<file path="config.mk">
export PLATFORM = sky130hd
export DESIGN_NAME = cache_block_fill_evict_fsm_flat
export DESIGN_NICKNAME = d
export VERILOG_FILES = /design/src/rtl/cache_block_fill_evict_fsm_if.sv /design/src/rtl/cache_block_fill_evict_fsm.sv /design/src/flat_wrapper.sv
export SDC_FILE = /design/constraint.sdc
export NUM_CORES = 1
export LEC_CHECK = 0
export BUFFER_PORTS_ARGS = -buffer_cell sky130_fd_sc_hd__buf_4
export CORE_MARGIN = 3
export CORE_UTILIZATION = 46
export CTS_CLUSTER_DIAMETER = 150
export DETAILED_ROUTE_END_ITERATION = 6
export GPL_TIMING_DRIVEN = 0
export PLACE_DENSITY = 0.94
export SETUP_SLACK_MARGIN = 0.05
export SLEW_MARGIN = 30
export SYNTH_ARGS = -nofsm -noshare
export SYNTH_HDL_FRONTEND = slang
export SYNTH_SLANG_ARGS = --single-unit
</file>
<file path="constraint.sdc">
create_clock -name clk -period 3 [get_ports clk]
set_input_delay 0.3 -clock clk [delete_from_list [all_inputs] [get_ports clk]]
set_output_delay 0.3 -clock clk [all_outputs]
set_load 0.005 [all_outputs]
</file>
<file path="src/rtl/cache_block_fill_evict_fsm_if.sv">
// Memory-side request/response port of the block fill/evict engine.
// Zero latency of its own; requests are valid/ready, read responses are valid-only and in order.
// Master holds mem_req and its payload until mem_req_ready; responses cannot be stalled.
interface cache_block_fill_evict_fsm_if #(
    parameter int ADDR_W = 16,
    parameter int DATA_W = 16
);
    logic              mem_req;
    logic              mem_req_we;
    logic              mem_req_ready;
    logic [ADDR_W-1:0] mem_address;
    logic [DATA_W-1:0] mem_wr_data;
    logic              mem_rd_valid;
    logic [DATA_W-1:0] mem_rd_data;

    modport master (
        output mem_req, mem_req_we, mem_address, mem_wr_data,
        input  mem_req_ready, mem_rd_valid, mem_rd_data
    );

    modport slave (
        input  mem_req, mem_req_we, mem_address, mem_wr_data,
        output mem_req_ready, mem_rd_valid, mem_rd_data
    );
endinterface

</file>
<file path="src/rtl/cache_block_fill_evict_fsm.sv">
// Miss handler: optional dirty-victim write-back, pipelined block refill, then tag/valid update.
// Latency: WORDS + L + 1 cycles from miss to the tag write (clean victim, no stalls, memory latency L).
// Backpressure: a request is held stable until mem_req_ready; read responses are always accepted.
// Ports: clk/rst_n; miss/victim info from the tag logic; victim_rd_data from the data array;
// mem (interface master) toward the memory arbiter; fsm_busy stalls the pipeline;
// cache_word_idx/cache_wr_data/write_* drive the data, tag and valid arrays.
module cache_block_fill_evict_fsm #(
    parameter int ADDR_W   = 16,
    parameter int DATA_W   = 16,
    parameter int WORDS    = 8,
    parameter int BYTE_OFF = 1,
    parameter bit WB_EN    = 1'b1
) (
    input  logic                       clk,
    input  logic                       rst_n,
    input  logic                       miss_detected,
    input  logic [ADDR_W-1:0]          miss_address,
    input  logic                       victim_dirty,
    input  logic [ADDR_W-1:0]          victim_address,
    input  logic [DATA_W-1:0]          victim_rd_data,
    cache_block_fill_evict_fsm_if.master mem,
    output logic                       fsm_busy,
    output logic [$clog2(WORDS)-1:0]   cache_word_idx,
    output logic [DATA_W-1:0]          cache_wr_data,
    output logic                       write_data_array,
    output logic                       write_tag_array,
    output logic                       write_valid_bit
);
    localparam int IDX_W = $clog2(WORDS);
    localparam int CNT_W = IDX_W + 1;
    localparam int OFF_W = IDX_W + BYTE_OFF;
    localparam logic [ADDR_W-1:0] BLK_MASK = ~ADDR_W'((1 << OFF_W) - 1);
    localparam logic [CNT_W-1:0]  CNT_LAST = CNT_W'(WORDS - 1);
    localparam logic [CNT_W-1:0]  CNT_FULL = CNT_W'(WORDS);

    typedef enum logic [1:0] {S_IDLE, S_WB, S_FILL, S_DONE} state_t;

    state_t             state_q, state_d;
    logic [ADDR_W-1:0]  miss_base_q, miss_base_d;
    logic [ADDR_W-1:0]  victim_base_q, victim_base_d;
    logic [CNT_W-1:0]   wb_cnt_q, wb_cnt_d;
    logic [CNT_W-1:0]   iss_cnt_q, iss_cnt_d;
    logic [CNT_W-1:0]   rcv_cnt_q, rcv_cnt_d;

    logic               req, req_we;
    logic [ADDR_W-1:0]  req_addr;
    logic [DATA_W-1:0]  req_wdat;

    // Base has its offset bits cleared, so OR-ing in the word offset stays inside the block.
    function automatic logic [ADDR_W-1:0] word_addr(input logic [ADDR_W-1:0] base,
                                                    input logic [CNT_W-1:0]  cnt);
        return base | (ADDR_W'(cnt[IDX_W-1:0]) << BYTE_OFF);
    endfunction

    always_comb begin
        state_d          = state_q;
        miss_base_d      = miss_base_q;
        victim_base_d    = victim_base_q;
        wb_cnt_d         = wb_cnt_q;
        iss_cnt_d        = iss_cnt_q;
        rcv_cnt_d        = rcv_cnt_q;
        req              = 1'b0;
        req_we           = 1'b0;
        req_addr         = '0;
        req_wdat         = '0;
        fsm_busy         = 1'b0;
        cache_word_idx   = '0;
        cache_wr_data    = '0;
        write_data_array = 1'b0;
        write_tag_array  = 1'b0;
        write_valid_bit  = 1'b0;
        case (state_q)
            S_IDLE: begin
                // Gated by rst_n so every output reads 0 while reset is held.
                fsm_busy = miss_detected & rst_n;
                if (miss_detected) begin
                    miss_base_d   = miss_address & BLK_MASK;
                    victim_base_d = victim_address & BLK_MASK;
                    wb_cnt_d      = '0;
                    iss_cnt_d     = '0;
                    rcv_cnt_d     = '0;
                    state_d       = (WB_EN && victim_dirty) ? S_WB : S_FILL;
                end
            end
            S_WB: begin
                fsm_busy       = 1'b1;
                req            = 1'b1;
                req_we         = 1'b1;
                req_addr       = word_addr(victim_base_q, wb_cnt_q);
                req_wdat       = victim_rd_data;
                cache_word_idx = wb_cnt_q[IDX_W-1:0];
                if (mem.mem_req_ready) begin
                    wb_cnt_d = wb_cnt_q + CNT_W'(1);
                    if (wb_cnt_q == CNT_LAST) begin
                        iss_cnt_d = '0;
                        rcv_cnt_d = '0;
                        state_d   = S_FILL;
                    end
                end
            end
            S_FILL: begin
                fsm_busy       = 1'b1;
                cache_word_idx = rcv_cnt_q[IDX_W-1:0];
                // Issue and collection run independently; both may fire in one cycle.
                if (iss_cnt_q < CNT_FULL) begin
                    req      = 1'b1;
                    req_addr = word_addr(miss_base_q, iss_cnt_q);
                    if (mem.mem_req_ready) iss_cnt_d = iss_cnt_q + CNT_W'(1);
                end
                if (mem.mem_rd_valid) begin
                    write_data_array = 1'b1;
                    cache_wr_data    = mem.mem_rd_data;
                    rcv_cnt_d        = rcv_cnt_q + CNT_W'(1);
                    if (rcv_cnt_q == CNT_LAST) state_d = S_DONE;
                end
            end
            S_DONE: begin
                fsm_busy        = 1'b1;
                write_tag_array = 1'b1;
                write_valid_bit = 1'b1;
                state_d         = S_IDLE;
            end
            default: state_d = S_IDLE;
        endcase
    end

    assign mem.mem_req     = req;
    assign mem.mem_req_we  = req_we;
    assign mem.mem_address = req_addr;
    assign mem.mem_wr_data = req_wdat;

    always_ff @(posedge clk or negedge rst_n) begin
        if (!rst_n) begin
            state_q       <= S_IDLE;
            miss_base_q   <= '0;
            victim_base_q <= '0;
            wb_cnt_q      <= '0;
            iss_cnt_q     <= '0;
            rcv_cnt_q     <= '0;
        end else begin
            state_q       <= state_d;
            miss_base_q   <= miss_base_d;
            victim_base_q <= victim_base_d;
            wb_cnt_q      <= wb_cnt_d;
            iss_cnt_q     <= iss_cnt_d;
            rcv_cnt_q     <= rcv_cnt_d;
        end
    end
endmodule

</file>
<file path="src/flat_wrapper.sv">
// flat-port wrapper written by rule: the top's interface ports become plain ports
module cache_block_fill_evict_fsm_flat 
#(
    parameter int ADDR_W   = 16,
    parameter int DATA_W   = 16,
    parameter int WORDS    = 8,
    parameter int BYTE_OFF = 1,
    parameter bit WB_EN    = 1'b1
)
  (clk, rst_n, miss_detected, miss_address, victim_dirty, victim_address, victim_rd_data, fsm_busy, cache_word_idx, cache_wr_data, write_data_array, write_tag_array, write_valid_bit, mem_mem_req, mem_mem_req_we, mem_mem_address, mem_mem_wr_data, mem_mem_req_ready, mem_mem_rd_valid, mem_mem_rd_data);
  cache_block_fill_evict_fsm_if #(.ADDR_W(ADDR_W), .DATA_W(DATA_W)) mem_i ();
  input  logic clk;
  input  logic rst_n;
  input  logic miss_detected;
  input  logic [ADDR_W-1:0] miss_address;
  input  logic victim_dirty;
  input  logic [ADDR_W-1:0] victim_address;
  input  logic [DATA_W-1:0] victim_rd_data;
  output logic fsm_busy;
  output logic [$clog2(WORDS)-1:0] cache_word_idx;
  output logic [DATA_W-1:0] cache_wr_data;
  output logic write_data_array;
  output logic write_tag_array;
  output logic write_valid_bit;
  output wire logic [$bits(mem_i.mem_req)-1:0] mem_mem_req;
  output wire logic [$bits(mem_i.mem_req_we)-1:0] mem_mem_req_we;
  output wire logic [$bits(mem_i.mem_address)-1:0] mem_mem_address;
  output wire logic [$bits(mem_i.mem_wr_data)-1:0] mem_mem_wr_data;
  input wire logic [$bits(mem_i.mem_req_ready)-1:0] mem_mem_req_ready;
  input wire logic [$bits(mem_i.mem_rd_valid)-1:0] mem_mem_rd_valid;
  input wire logic [$bits(mem_i.mem_rd_data)-1:0] mem_mem_rd_data;
  assign mem_mem_req = mem_i.mem_req;
  assign mem_mem_req_we = mem_i.mem_req_we;
  assign mem_mem_address = mem_i.mem_address;
  assign mem_mem_wr_data = mem_i.mem_wr_data;
  assign mem_i.mem_req_ready = mem_mem_req_ready;
  assign mem_i.mem_rd_valid = mem_mem_rd_valid;
  assign mem_i.mem_rd_data = mem_mem_rd_data;
  cache_block_fill_evict_fsm #(.ADDR_W(ADDR_W), .DATA_W(DATA_W), .WORDS(WORDS), .BYTE_OFF(BYTE_OFF), .WB_EN(WB_EN)) u_core (.clk(clk), .rst_n(rst_n), .miss_detected(miss_detected), .miss_address(miss_address), .victim_dirty(victim_dirty), .victim_address(victim_address), .victim_rd_data(victim_rd_data), .mem(mem_i), .fsm_busy(fsm_busy), .cache_word_idx(cache_word_idx), .cache_wr_data(cache_wr_data), .write_data_array(write_data_array), .write_tag_array(write_tag_array), .write_valid_bit(write_valid_bit));
endmodule
</file>
* Word-level counts from Yosys, hierarchy flattened
Index checks and enable logic that the tools add are counted.
** Word-level totals
- Output and inout bits :: 57
- Word-level logic and storage cells :: 64
- Register bits :: 38
** Operators by class
- $lt $le $gt $ge :: 1
- $add $sub $neg :: 3
- Multiplexer cells :: 30
- Reductions and logical operators :: 9
- Equality and inequality tests :: 12
- Bitwise logic cells :: 3
** Operators with widths (number)
- $mux 16 :: 4
- $or 16x4->16 :: 2
- $pmux 16 s2 :: 1
- $mux 4 :: 7
- $pmux 4 s3 :: 2
- $add 4x1->4 const B :: 3
- $mux 2 :: 6
- $reduce_and 5->1 :: 2
- $eq 4x3->1 const B :: 2
- $ne 2x2->1 const B :: 4
- $pmux 2 s4 :: 1
- $pmux 4 s2 :: 1
- $ne 2x1->1 const B :: 3
- $pmux 3 s2 :: 1
- $reduce_and 6->1 :: 1
- $mux 1 :: 5
- $eq 2x2->1 const B :: 2
- $lt 4x4->1 const B :: 1
- $pmux 1 s2 :: 2
- $reduce_and 3->1 :: 1
- $reduce_bool 3->1 :: 1
- $reduce_or 3->1 :: 1
- $eq 2x1->1 const B :: 1
- $logic_not 2->1 :: 1
- other kinds (3) :: 3

* Logic depth before layout (Yosys ltp)
Gate-level depths: netlist (run 1).
- Depth in word-level cells :: 4
- Depth in mapped cells :: 7
- Depth with buffers taken out :: 6

* Least setup slack after synthesis (run 1)
No wires, ideal clock.
- Path kind :: reg2reg
- Start :: register u_core.state_q[0]
- End :: register u_core.rcv_cnt_q[2]
- Setup slack :: 1.117 ns
- Setup time :: 0.087 ns
- Required time :: 2.913 ns
- Clock period less this slack :: 1.883 ns
- Cell stages (with the launch flop) :: 7
- Data arrival time :: 1.796 ns
- Path through :: dfrtp_1 > inv_1 > ha_1 > nor2b_1 > a2111o_1 > or4_1 > o211ai_1
** Between the ends
- Longest elaborated chain between the ends :: 3
- Elaborated cells on any way between the ends :: 10
- Classes of those cells :: eq/ne: 6; mux: 1; reduce/logical: 3
** Ends and longest elaborated chain
- start: declaration :: line cache_block_fill_evict_fsm.sv:38 : state_t state_q, state_d;
- start signal: assignment :: line cache_block_fill_evict_fsm.sv:141 : state_q <= state_d;
- $eq 2x1->1 (tied with other cells) :: line cache_block_fill_evict_fsm.sv:72 : case (state_q)
- $ne 2x1->1 (no line) (tied with other cells)
- $reduce_and 5->1 (no line)
- end signal: assignment :: line cache_block_fill_evict_fsm.sv:146 : rcv_cnt_q <= rcv_cnt_d;
- end: declaration :: line cache_block_fill_evict_fsm.sv:43 : logic [CNT_W-1:0] rcv_cnt_q, rcv_cnt_d;
Several ways; a longest one is shown, not always the timed one.
A chain may end at the register's enable or synchronous reset.

* Worst setup path in the final report (run 1)
- Start :: register u_core.state_q[0]
- End :: output port mem_mem_address[15]
** Between the ends
- Longest elaborated chain between the ends :: 2
- Elaborated cells on any way between the ends :: 3
- Classes of those cells :: eq/ne: 2; mux: 1
** Ends and longest elaborated chain
- $eq 2x2->1 or $eq 2x1->1 (tied branches) :: line cache_block_fill_evict_fsm.sv:72
- $pmux 16 s2 * :: line cache_block_fill_evict_fsm.sv:72
- end: declaration :: line flat_wrapper.sv:27 : output wire logic [$bits(mem_i.mem_address)-1:0] mem_mem_address;
Every way passes the cells marked *; elsewhere a longest branch is shown, timed or not.

==> results, run 1 <==
- The post-detailed-route count of antenna-violating nets is 0.
- The category of the worst setup path capture point is a primary output.
- The number of storage elements in the synthesis netlist is 38.
- The initial antenna violation count is 0.
- The worst hold slack across all endpoints is 240 ps.
- The worst hold path was traced through 2 stages.
- The final wirelength is 6720 microns.
- The total vias in the final route is between 2000 and 2500.
- The max-slew violation count is 0.
- Setup violations remaining at the end of the flow were counted as 0.
- Compared with the post-synthesis result, the final layout area differs by 46.9%.
- The congestion estimate from routability-driven global placement came to 0.822.
- Cells fill between 70% and 80% of the core in the end.
- The critical path goes through inv_1, ha_1, nor2b_1, clkbuf_2, a22oi_1, nor2b_1, buf_4.
- For this run, the number of standard cells in the final layout without fillers is 427.
- Clock-pin slew was measured on the worst setup and hold paths at ~80 ps.
- TritonCTS built the clock tree.
- The worst hold path belongs to the class in -> reg.
- The minimum setup slack among reg-to-reg paths is between 800 and 900 ps.
- The max capacitance violation total is 0.
- The share of cells above drive strength 1 is a little over two fifths.
- The maximum fanout along the worst path is 10.
- The number of clock buffers added by TritonCTS is 5.
- The flow ran to the end, and the final reports show no timing, DRC or antenna violations.
- The mean number of vias per cell is 5.33.
- The first-pass GRT wire length is 10900 microns.
- The fraction of power spent switching nets is 37.4%.
- The total of warnings raised by yosys is 0.
- In the routed design, unresolved DRC markers number 0.
- Per report_power, the sequential group accounts for 29.6% of the total.
- The initial core utilization is 48.4%.
- The achievable clock frequency is about 380 MHz.
- Of the available clock period, the critical path in the final layout requires ~89%.
- The total area inside the core boundary comes to 4790 sq um.
- The count of cell types in the netlist is 35.
- The maximum number of pins on one net before global-route repair is 40.
- The sequential-to-total area share from yosys stat is 41.1%.
- The number of rows created at floorplan is 25.
- The type of origin of the critical path is a register.
- The number of global-route vias before repair is 2317.
- Port buffering added 117 buffers.
- The later pin in the worst-skew pair is clocked with a latency of between 200 and 300 ps.
- At the pin with the least slew margin, the transition time is approximately 600 ps.
- The width of the die is 77.0 microns.
- The number of DRC markers after the initial detailed-route iteration is 149.
- Per report_power, the clock group accounts for 14.6% of the total.
- The total count of hold-check failures in the final report is 0.
- At the end of the flow, the number of nets in the layout was 440.
- The minimum setup slack in the final design is 342 ps.
- The average instance area after synthesis is 9.86 sq um.
- Before CTS, the worst setup slack after placement is about 600 ps.
- The cell with the most instances on the worst path is nor2b_1.
- The source of the worst hold timing path is miss_address[9].
- The slowest cell on the critical path is dfrtp_1.
- Measured against its own limit, the worst slew margin works out to between 50% and 60%.
- STA puts the critical path data arrival time at between 2000 and 2500 ps.
- The synthesized netlist net count is 315.
- After technology mapping, the gate count stands at around 240.
- In this run the power density over the cells is around 900 nW/um^2.
- The worst register-to-register path has a depth of 5.
- For this run, the detailed router's first-pass iteration total came to 4.
- Summed over all layers, the global routing overflow is 0.
- The cell leakage power is ~1.7 nW.
- In this run the count of I/O pins placed on the die edge is ~130.
- The clock net sink count is 38.
- The terminus of the critical flop-to-flop path is u_core.victim_base_q[14]$_DFFE_PN0P_.
- The clock period minus final worst setup slack is 2660 ps.
- The path with the worst hold slack has its endpoint at u_core.miss_base_q[9]$_DFFE_PN0P_.
- The launching point of the worst reg2reg path is u_core.state_q[0]$_DFFE_PN0P_.
- The floorplan step defined a die boundary enclosing 5920 sq um.
- The setup path with the least slack is of type reg -> out.
- IR analysis of the VDD net gives a maximum drop of ~0.46 mV.
- The worst endpoint required time is 2700 ps.
- The buffer type at the clock tree root is clkbuf_8.
- The net switching power figure is roughly 0.0011 W.
- The H-tree was split into 2 levels.
- The clock arrives with 11.9 ps of skew.
- Across every metal layer, demand over resource in global routing totals 22.7%.
- In this design, the stage delay of the slowest critical-path cell is 430 ps.
- The share of total power in combinational logic is a little under three fifths.
- The diode insertion count for antenna repair is 0.
- Setup repair after global routing left no endpoint under its margin.
- The number of cells after detailed placement is 419.
- Cell internal power was estimated by the tool at 0.00189 W.
- The die height is 77.0 microns.
- The post-synth design cell area is roughly 2300 sq um.
- The clock passes through at most 2 buffers.
- The final total negative setup slack is 0 ps.
- The post-detailed-route wirelength per cell is roughly 16 microns.
- The HPWL after detailed placement is 5090 microns.
## area by class of cell
cell class              count  area [sq um]
multi-input cells         179          1290
inverters                   3          11.3
fillers                   344          1380
flip-flops and latches     38           951
plain buffers              15          66.3
well taps                  67          83.8
clock inverters             1          30.0
repair buffers            118           888
clock buffers               6          82.6
## flip-flops by register name, indices dropped and copies added (netlist names)
signal,cells
u_core.miss_base_q,12
u_core.rcv_cnt_q,4
u_core.victim_base_q,12
u_core.state_q,2
u_core.wb_cnt_q,4
u_core.iss_cnt_q,4
## power by group through the flow
| stage | Combinational [W] | Sequential (W) | Clock (W) |
|---|---|---|---|
| 2_1_floorplan | 0.00103 | 0.000849 | 0 |
| 5_1_grt | 0.00186 | 0.000923 | 0.000465 |
| 4_1_cts | 0.00169 | 0.000887 | 0.000447 |
| 6_report | 0.00168 | 0.000894 | 0.000441 |
| 3_3_place_gp | 0.00161 | 0.000876 | 0 |
| 3_5_place_dp | 0.00167 | 0.000896 | 0 |
## critical path: cells and delay by family, from the launching register on
family	cells	cell delay, ps
buf+inv	3	630
simple gates	2	510
flops	1	430
fa+ha+maj	1	390
compound gates	1	110
## cell usage after synthesis
| cell | instances | area share (%) |
|---|---|---|
| nand2b_1 | 5 | 1.4 |
| buf_4 | 2 | 0.65 |
| nor2_1 | 1 | 0.16 |
| nand3b_1 | 2 | 0.65 |
| inv_1 | 3 | 0.49 |
| clkbuf_2 | 1 | 0.22 |
| a21o_1 | 1 | 0.32 |
| o211ai_1 | 3 | 0.97 |
| o311ai_1 | 1 | 0.38 |
| mux2i_1 | 3 | 1.3 |
| nand2_1 | 21 | 3.4 |
| o21a_1 | 1 | 0.32 |
| o311ai_0 | 1 | 0.38 |
| or4_1 | 1 | 0.32 |
| mux2_2 | 24 | 12 |
| nand4_1 | 1 | 0.27 |
| o21ai_0 | 14 | 3.0 |
| a21boi_0 | 7 | 2.3 |
| dfrtp_1 | 38 | 41 |
| a2111o_1 | 1 | 0.49 |
| a32o_1 | 1 | 0.43 |
| conb_1 | 1 | 0.16 |
| clkbuf_1 | 12 | 1.9 |
| ha_1 | 10 | 5.4 |
| nor2b_1 | 19 | 5.1 |
| o31ai_1 | 2 | 0.65 |
| a22oi_1 | 13 | 4.2 |
| and3_1 | 16 | 4.3 |
| nand4b_1 | 2 | 0.76 |
| and2_1 | 19 | 5.1 |
| nand3_1 | 5 | 1.1 |
| or2_1 | 1 | 0.27 |
| or2_4 | 1 | 0.38 |
| o21ai_1 | 1 | 0.22 |
| a21oi_1 | 1 | 0.22 |
## per-stage QoR
step	area (sq um)	power, W
2_1_floorplan	2320	0.00188
6_report	3400	0.00302
4_1_cts	3400	0.00303
3_5_place_dp	3280	0.00257
3_3_place_gp	3280	0.00249
5_1_grt	3400	0.00324
## cells by family after synthesis
family,count (synthesis),synth area share (%)
other cells,1,0.162
simple gates,94,23.2
fa+ha+maj,10,5.40
mux,27,13.0
compound gates,47,13.9
flops,38,41.1
buf+inv,18,3.29
## metal layers
| layer | track usage (%) | share of wire [%] | up-vias |
|---|---|---|---|
| met1 | 24.8 | 38 | 1087 |
| li1 | - | - | 1077 |
| met2 | 41.2 | 53 | 92 |
| met3 | 6.46 | 6.8 | 18 |
| met5 | 0 | 0 | - |
| met4 | 8.70 | 2.6 | 0 |
## placed cells by master (no fill, tap or decap), types with 3 or more instances in the layout
| cell | netlist | routed |
|---|---|---|
| inv_1 | 3 | 3 |
| nor2b_1 | 19 | 19 |
| and3_1 | 16 | 16 |
| nand3_1 | 5 | 5 |
| mux2_2 | 24 | 24 |
| o21ai_0 | 14 | 14 |
| mux2i_1 | 3 | 3 |
| nand2_1 | 21 | 21 |
| a22oi_1 | 13 | 13 |
| a21boi_0 | 7 | 7 |
| o211ai_1 | 3 | 3 |
| and2_1 | 19 | 19 |
| dfrtp_1 | 38 | 38 |
| ha_1 | 10 | 10 |
| buf_4 | 2 | 119 |
| nand2b_1 | 5 | 5 |
| clkbuf_8 | 0 | 6 |
| clkbuf_1 | 12 | 11 |
## how the worst max path moves through the flow
stage                     slack (ps)                               to                     startpoint
after floorplan                 1120  u_core.rcv_cnt_q[2]$_DFFE_PN0P_  u_core.state_q[0]$_DFFE_PN0P_
after global placement           650               mem_mem_address[7]  u_core.state_q[0]$_DFFE_PN0P_
after detailed placement         580              mem_mem_address[15]  u_core.state_q[0]$_DFFE_PN0P_
after CTS                        180              mem_mem_address[15]  u_core.state_q[0]$_DFFE_PN0P_
after global routing             180              mem_mem_address[15]  u_core.state_q[0]$_DFFE_PN0P_
final                            340              mem_mem_address[15]  u_core.state_q[0]$_DFFE_PN0P_
## repair_timing
item,CTS,global route
buffers inserted,0,0
hold buffers,1,0
gates resized for setup,0,2
setup endpoints to repair,0,4
endpoints found under the hold margin,34,0
No activity file was read; power rests on OpenSTA's default activity.
==> inputs of run 2 (changes only) <==
Settings changed: REMOVE_ABC_BUFFERS set to 1.
==> run 2 against run 1 <==
Against the previous run: sequential cell count is the same; die area unchanged; power fell by 5.3%; via count decreased by 5.8%; setup slack lost 20 ps; clock-buffer cell count unchanged; sequential power barely moved; first-iteration DRC count grew 15%; cell area fell by 2.2%; critical path type unchanged.
==> results, run 2 (same netlist as run 1, synthesis figures left out) <==
- Global routing consumed, over all layers together, between 20% and 30% of the routing resources.
- The maximum number of pins on one net before global-route repair is 40.
- The count of final setup violators is 0.
- The endpoint of the worst hold-timing path is u_core.miss_base_q[15]$_DFFE_PN0P_.
- For this run, design rule violations remaining after detail routing come to 0.
- Post-CTS timing repair inserted 0 buffers for setup.
- The length of the first detailed-routing pass in iterations is 4.
- The power per cell area is 860 nW/um^2.
- Summed over all cells, the static leakage comes to about 1.6 nW.
- In this run the remaining antenna-violating nets after routing total 0.
- Summed over all layers, the global routing overflow is 0.
- The count of nets after finishing is 425.
- The final critical path takes up 89.3% of the cycle.
- Headroom to the max-slew limit came out at 43.3%.
- TritonCTS built the clock tree.
- Walking the worst path, the cells encountered are inv_1, ha_1, nor2b_1, nand2_1, a21boi_0, buf_4.
- TritonCTS created 5 clock buffers.
- The worst setup path is captured at a primary output.
- The clock arrives with 10.0 ps of skew.
- STA puts the critical path data arrival time at 2380 ps.
- Along the worst path, the maximum fanout reaches 30.
- The minimum setup slack among reg-to-reg paths is 650 ps.
- The diode insertion count for antenna repair is 0.
- The maximum ir drop on the vdd rail is between 0.8 and 0.9 mV.
- The source of the worst hold timing path is miss_address[15].
- The buffer type at the clock tree root is clkbuf_8.
- In the layout the commonest cells are buf_4 (117), dfrtp_1 (38), mux2_2 (24).
- The max capacitance violation total is 0.
- The share of cells above drive strength 1 is 44.2%.
- Measured along the y axis, the die boundary spans 77.0 microns.
- STA puts the critical path data required time at 2700 ps.
- The final wirelength is 6050 microns.
- Buffers placed on the I/O ports in this run total 117.
- The terminus of the critical flop-to-flop path is u_core.rcv_cnt_q[2]$_DFFE_PN0P_.
- The slowest cell on the critical path is ha_1.
- The number of global-route vias before repair is 2073.
- The leading cell type in the layout, fill and taps excluded is buf_4.
- The number of DRC markers after the initial detailed-route iteration is 171.
- The maximum root-to-sink buffer count is 2.
- The final core area utilization is ~69%.
- Setup repair after global routing left no endpoint under its margin.
- Once the floorplan was initialized, standard cells occupied 48.4% of the core.
- The core region is roughly 4800 sq um.
- Clock tree synthesis found a total of 38 sinks.
- The floorplan step defined a die boundary enclosing 5920 sq um.
- The worst setup path is launched from a register.
- The I/O pin count is 127.
- Together, buffers and inverters on the worst path number 2.
- The number of stages on the worst hold path is 2.
- The total vias in the final route is 2142.
- The launching point of the worst reg2reg path is u_core.state_q[1]$_DFFE_PN0P_.
- The total count of hold-check failures in the final report was 0.
- The maximum cell stage delay along the critical path is between 700 and 800 ps.
- The transition at the pin with the smallest max-transition slack is 851 ps.
- Routability-driven placement finished with a final weighted congestion of 0.785.
- The clock latency on the worst-skew pair is about 300 ps.
- After detailed routing, the number of vias per cell comes to 5.19.
- The initial antenna violation count is 0.
- The clock transition at the registers of the reported paths is 80 ps.
- The classification of the worst-slack hold path is in -> reg.
- The kind of critical path is reg -> out.
- Compared with the post-synthesis result, the final layout area differs by 43.6%.
- The flow ran to the end, and the final reports show no timing, DRC or antenna violations.
- The kind of cell with the highest combined delay along the critical path is adder cells.
- The max-slew violation count came to 0.
- Timing would allow up to 373 MHz.
- The H-tree depth is 2.
- For the worst flop-to-flop path, the logic depth is 6.
- The largest registers in the layout are u_core.miss_base_q: 12 flops, u_core.victim_base_q: 12 flops.
- The final total negative setup slack is 0 ps.
- The floorplan has 25 rows.
- Counting I/O delays and the setup requirement, the final critical path takes 2680 ps.
- In the final routed layout, each cell accounts on average for ~15 microns.
- The width of the die is between 70 and 80 microns.
- The first-pass GRT wire length is 9890 microns.
- Summed over all nets, the half-perimeter wirelength after detailed placement is 4440 microns.
[run 2: metal layers]
layer / routed length, microns / part of all wire (%) / global-route usage, %
met2: 3340 / 55 / 37.8
met1: 2370 / 39 / 24.7
met4: 51 / 0.84 / 5.25
met5: 0 / 0 / 0
met3: 287 / 4.7 / 3.87
[run 2: cell type report]
class | instances | area [sq um]
clock buffer | 6 | 82.6
clock inverter | 2 | 12.5
fill | 381 | 1460
inverter | 3 | 11.3
multi-input combinational | 179 | 1300
sequential | 38 | 951
tap | 67 | 83.8
timing repair buffer | 118 | 888
[run 2: how the worst max path moves through the flow]
stage | from | to | cells after the start
2_1_floorplan | u_core.state_q[1]$_DFFE_PN0P_ | u_core.rcv_cnt_q[2]$_DFFE_PN0P_ | 6
3_3_place_gp | u_core.state_q[1]$_DFFE_PN0P_ | u_core.rcv_cnt_q[2]$_DFFE_PN0P_ | 6
3_5_place_dp | u_core.state_q[1]$_DFFE_PN0P_ | u_core.rcv_cnt_q[2]$_DFFE_PN0P_ | 6
4_1_cts | u_core.state_q[0]$_DFFE_PN0P_ | mem_mem_address[5] | 6
5_1_grt | u_core.state_q[0]$_DFFE_PN0P_ | mem_mem_address[3] | 6
6_report | u_core.state_q[0]$_DFFE_PN0P_ | mem_mem_address[1] | 6
[run 2: power by group]
part           switching, W  internal (W)  leakage [nW]
logic              0.000737      0.000856          1.13
registers          0.000157      0.000737         0.471
clock network      0.000187      0.000185        0.0472
[run 2: metrics by stage]
| step | instance area (sq um) | hold WS [ps] | instances | setup slack (ps) | total power, W |
|---|---|---|---|---|---|
| 5_1_grt | 3330 | 222 | 413 | 137 | 0.00309 |
| 3_5_place_dp | 3210 | 294 | 404 | 370 | 0.00249 |
| 2_1_floorplan | 2250 | 4.41 | 220 | 751 | 0.00182 |
| 4_1_cts | 3320 | 223 | 413 | 200 | 0.00287 |
| 6_report | 3330 | 227 | 413 | 322 | 0.00286 |
| 3_3_place_gp | 3210 | 296 | 404 | 450 | 0.00242 |
[run 2: repair_timing]
item                                    CTS  global route
hold buffers                              1             0
endpoints found under the setup margin    0            12
hold endpoints to repair                 38             0
resized for setup                         0             1
[run 2: worst register-to-register path, cell delays in order (launching register included)]
cell      delay, ps
dfrtp_1         390
inv_1           130
ha_2            360
nor2b_1         260
a2111o_1        510
or4_1           540
o211ai_1         90
==> inputs of run 3 (changes only) <==
Settings changed: CORE_UTILIZATION 46 to 45, PLACE_DENSITY 0.94 to 0.93.
==> run 3 against run 2 <==
Against the previous run: sequential cell count did not move; register-to-register slack worse by 110 ps; global-route usage up 0.96 points; non-clock buffer count stayed put; power rose by 7.2%; utilization hardly changed; via count grew 3.8%; maximum frequency shrank 2.5%; sequential power increased by 0.6%; critical endpoint is now mem_mem_address[4].
==> results, run 3 (same netlist as run 1, synthesis figures left out) <==
- The sum of overflow across all layers after global routing is 0.
- Setup repair after global routing left no endpoint under its margin.
- In this run the power density over the cells is 909 nW/um^2.
- The maximum fanout along the worst path is 13.
- The clock network is responsible for 17.1% of the overall power.
- The die covers between 6000 and 7000 sq um.
- The largest registers in the layout are u_core.miss_base_q: 12 flops, u_core.victim_base_q: 12 flops.
- The maximum root-to-sink buffer count is 2.
- The max-slew violation count is 0.
- The mean number of vias per cell is about 5.4.
- The H-tree generated during clock tree synthesis spans 2 levels.
- Clock latency on the worst-skew pair, taken at its later pin, is between 200 and 300 ps.
- Entering global routing, the biggest net connects 40 pins.
- Summing all multi-input logic gate instances after layout gives ~1300 sq um.
- For this configuration, the core starts out at a cell density of 47.8%.
- The worst hold path belongs to the class in -> reg.
- In this run, CTS created clock tree buffers numbering 5.
- The transition at the pin with the smallest max-transition slack is approximately 650 ps.
- The number of I/O port buffers is around 120.
- In this run switching power makes up 37.0% of total power.
- Registers are responsible for around 29% of the overall power.
- The max capacitance violation total is 0.
- The internal portion of the total power is 0.00193 W.
- Hold is met by 232 ps.
- The core region area is 4850 sq um.
- The count of nets after finishing is 425.
- The worst slew margin relative to its limit is 56.2%.
- Summed over all nets, the half-perimeter wirelength after detailed placement is approximately 4500 microns.
- Registers take 951 sq um.
- Dividing the detail-routed wire length by the instance count gives 16.2 microns.
- The layout has 363 filler cells.
- The first routing iteration left 130 violations.
- The flow ran to the end, and the final reports show no timing, DRC or antenna violations.
- The final wirelength is about 6700 microns.
- Global routing used 21.6% of the available tracks.
- The placer congestion estimate is 0.798.
- After floorplanning, the core was divided into 25 placement rows.
- Relative to the synthesized area, the layout overhead comes to 45.5%.
- In the final layout, the share of cells above drive strength 1 is 44.5%.
- The remaining routing DRC violations is 0.
- The library cell used most frequently in the layout, excluding fill and tap cells, is buf_4.
- The clock period minus final worst setup slack is 2750 ps.
- The total count of hold-check failures in the final report is 0.
- In this run the power spent charging and discharging nets is roughly 0.0011 W.
- The cell sitting at the root of the clock tree is a clkbuf_8.
- 127 I/O pins were placed.
- The achievable clock frequency is 364 MHz.
- The clock tree from TritonCTS is yes.
- After layout, the worst path uses 91.5% of the clock period.
- The initial antenna violation count was 0.
- STA puts the critical path data required time at about 2700 ps.
- The width of the die is 77.7 microns.
- The clock net sink count is 38.
- The diode insertion count for antenna repair is 0.
- Across the routed clock network, the largest skew measured is 7.21 ps.
- For the worst setup path, the data arrival time is about 2500 ps.
- The final total negative setup slack is 0 ps.
- The first detailed-routing pass took 4 iterations.
- The count of final setup violators is 0.
- The type of origin of the critical path is a register.
- Across all layers, the routed design uses 2223 vias.
- Leaving out fill and tap cells, the most frequent cells in the layout are buf_4 (117), dfrtp_1 (38), mux2_2 (24).
- The die height is around 78 microns.
- The cell leakage power is 1.67 nW.
- After clock tree synthesis, the clock-pin slew on the worst setup and hold paths is 80 ps.
- The critical path in this run is classified as reg -> out.
- STA classifies the critical path endpoint as a primary output.
- The number of global-route vias before repair came to 2200.
- The first global-routing pass estimated 10500 microns of wire.
- The maximum ir drop on the vdd rail is 0.738 mV.
- Of the total power, combinational logic draws a little over half.
- Once detail routing completed, the nets flagged for antenna violations numbered 0.
==> run 3: final cells by class <==
| cell class | count | share of cell area [%] |
|---|---|---|
| clock buffers | 5 | 2.04 |
| multi-input cells | 179 | 38.5 |
| inverters | 3 | 0.334 |
| well taps | 67 | 2.49 |
| clock inverters | 3 | 2.04 |
| repair buffers | 118 | 26.4 |
| flip-flops and latches | 38 | 28.2 |
==> run 3: per-stage QoR <==
step | area (sq um) | cells | utilization, % | power, W | worst slack, ps
detailed placement | 3210 | 404 | 66.3 | 0.00249 | 375
finish | 3370 | 413 | 69.5 | 0.00306 | 254
CTS | 3360 | 413 | 69.4 | 0.00306 | 262
floorplan | 2250 | 220 | - | 0.00182 | 751
global placement | 3210 | 404 | 66.3 | 0.00241 | 445
global route | 3370 | 413 | 69.5 | 0.00327 | 109
==> run 3: path summary, 6_finish.rpt <==
| kind | slack, ps | to | cells past startpoint | from |
|---|---|---|---|---|
| worst max-delay path | 250 | mem_mem_address[4] | 6 | u_core.state_q[0]$_DFFE_PN0P_ |
| worst min-delay path | 230 | u_core.miss_base_q[4]$_DFFE_PN0P_ | 2 | miss_address[4] |
| worst max register to register | 540 | u_core.rcv_cnt_q[2]$_DFFE_PN0P_ | 6 | u_core.state_q[1]$_DFFE_PN0P_ |
| worst min register to register | 500 | u_core.wb_cnt_q[3]$_DFFE_PN0P_ | 1 | u_core.wb_cnt_q[3]$_DFFE_PN0P_ |
| max in group asynchronous | 2140 | u_core.iss_cnt_q[0]$_DFFE_PN0P_ | 2 | rst_n |
| min in group asynchronous | 520 | u_core.victim_base_q[14]$_DFFE_PN0P_ | 2 | rst_n |
==> run 3: worst max-delay path, stage by stage (launching register included) <==
cell and delay [ps]:
dfrtp_1 430, inv_1 190, ha_1 360, nor2b_2 620, a22oi_1 170, nor2b_1 230
buf_4 140
==> run 3: what timing repair did <==
item | in CTS | in global routing
endpoints found under the setup margin | 7 | 1
setup buffers | 0 | 0
resized for setup | 1 | 1
pin swaps | 0 | 0
hold buffers | 1 | 0
endpoints found under the hold margin | 38 | 0
==> run 3: metal layers <==
layer	track usage, %	wire length, microns
met1	24.0	2390
met2	40.4	3760
met3	4.87	388
met4	6.76	153
met5	0	0
==> run 3: power by group through the flow <==
stage / logic [W] / clock network [W] / registers [W]
2_1_floorplan: 0.000976 / 0 / 0.000849
3_3_place_gp: 0.00154 / 0 / 0.000872
3_5_place_dp: 0.00160 / 0 / 0.000889
4_1_cts: 0.00164 / 0.000532 / 0.000889
5_1_grt: 0.00179 / 0.000551 / 0.000928
6_report: 0.00164 / 0.000525 / 0.000899
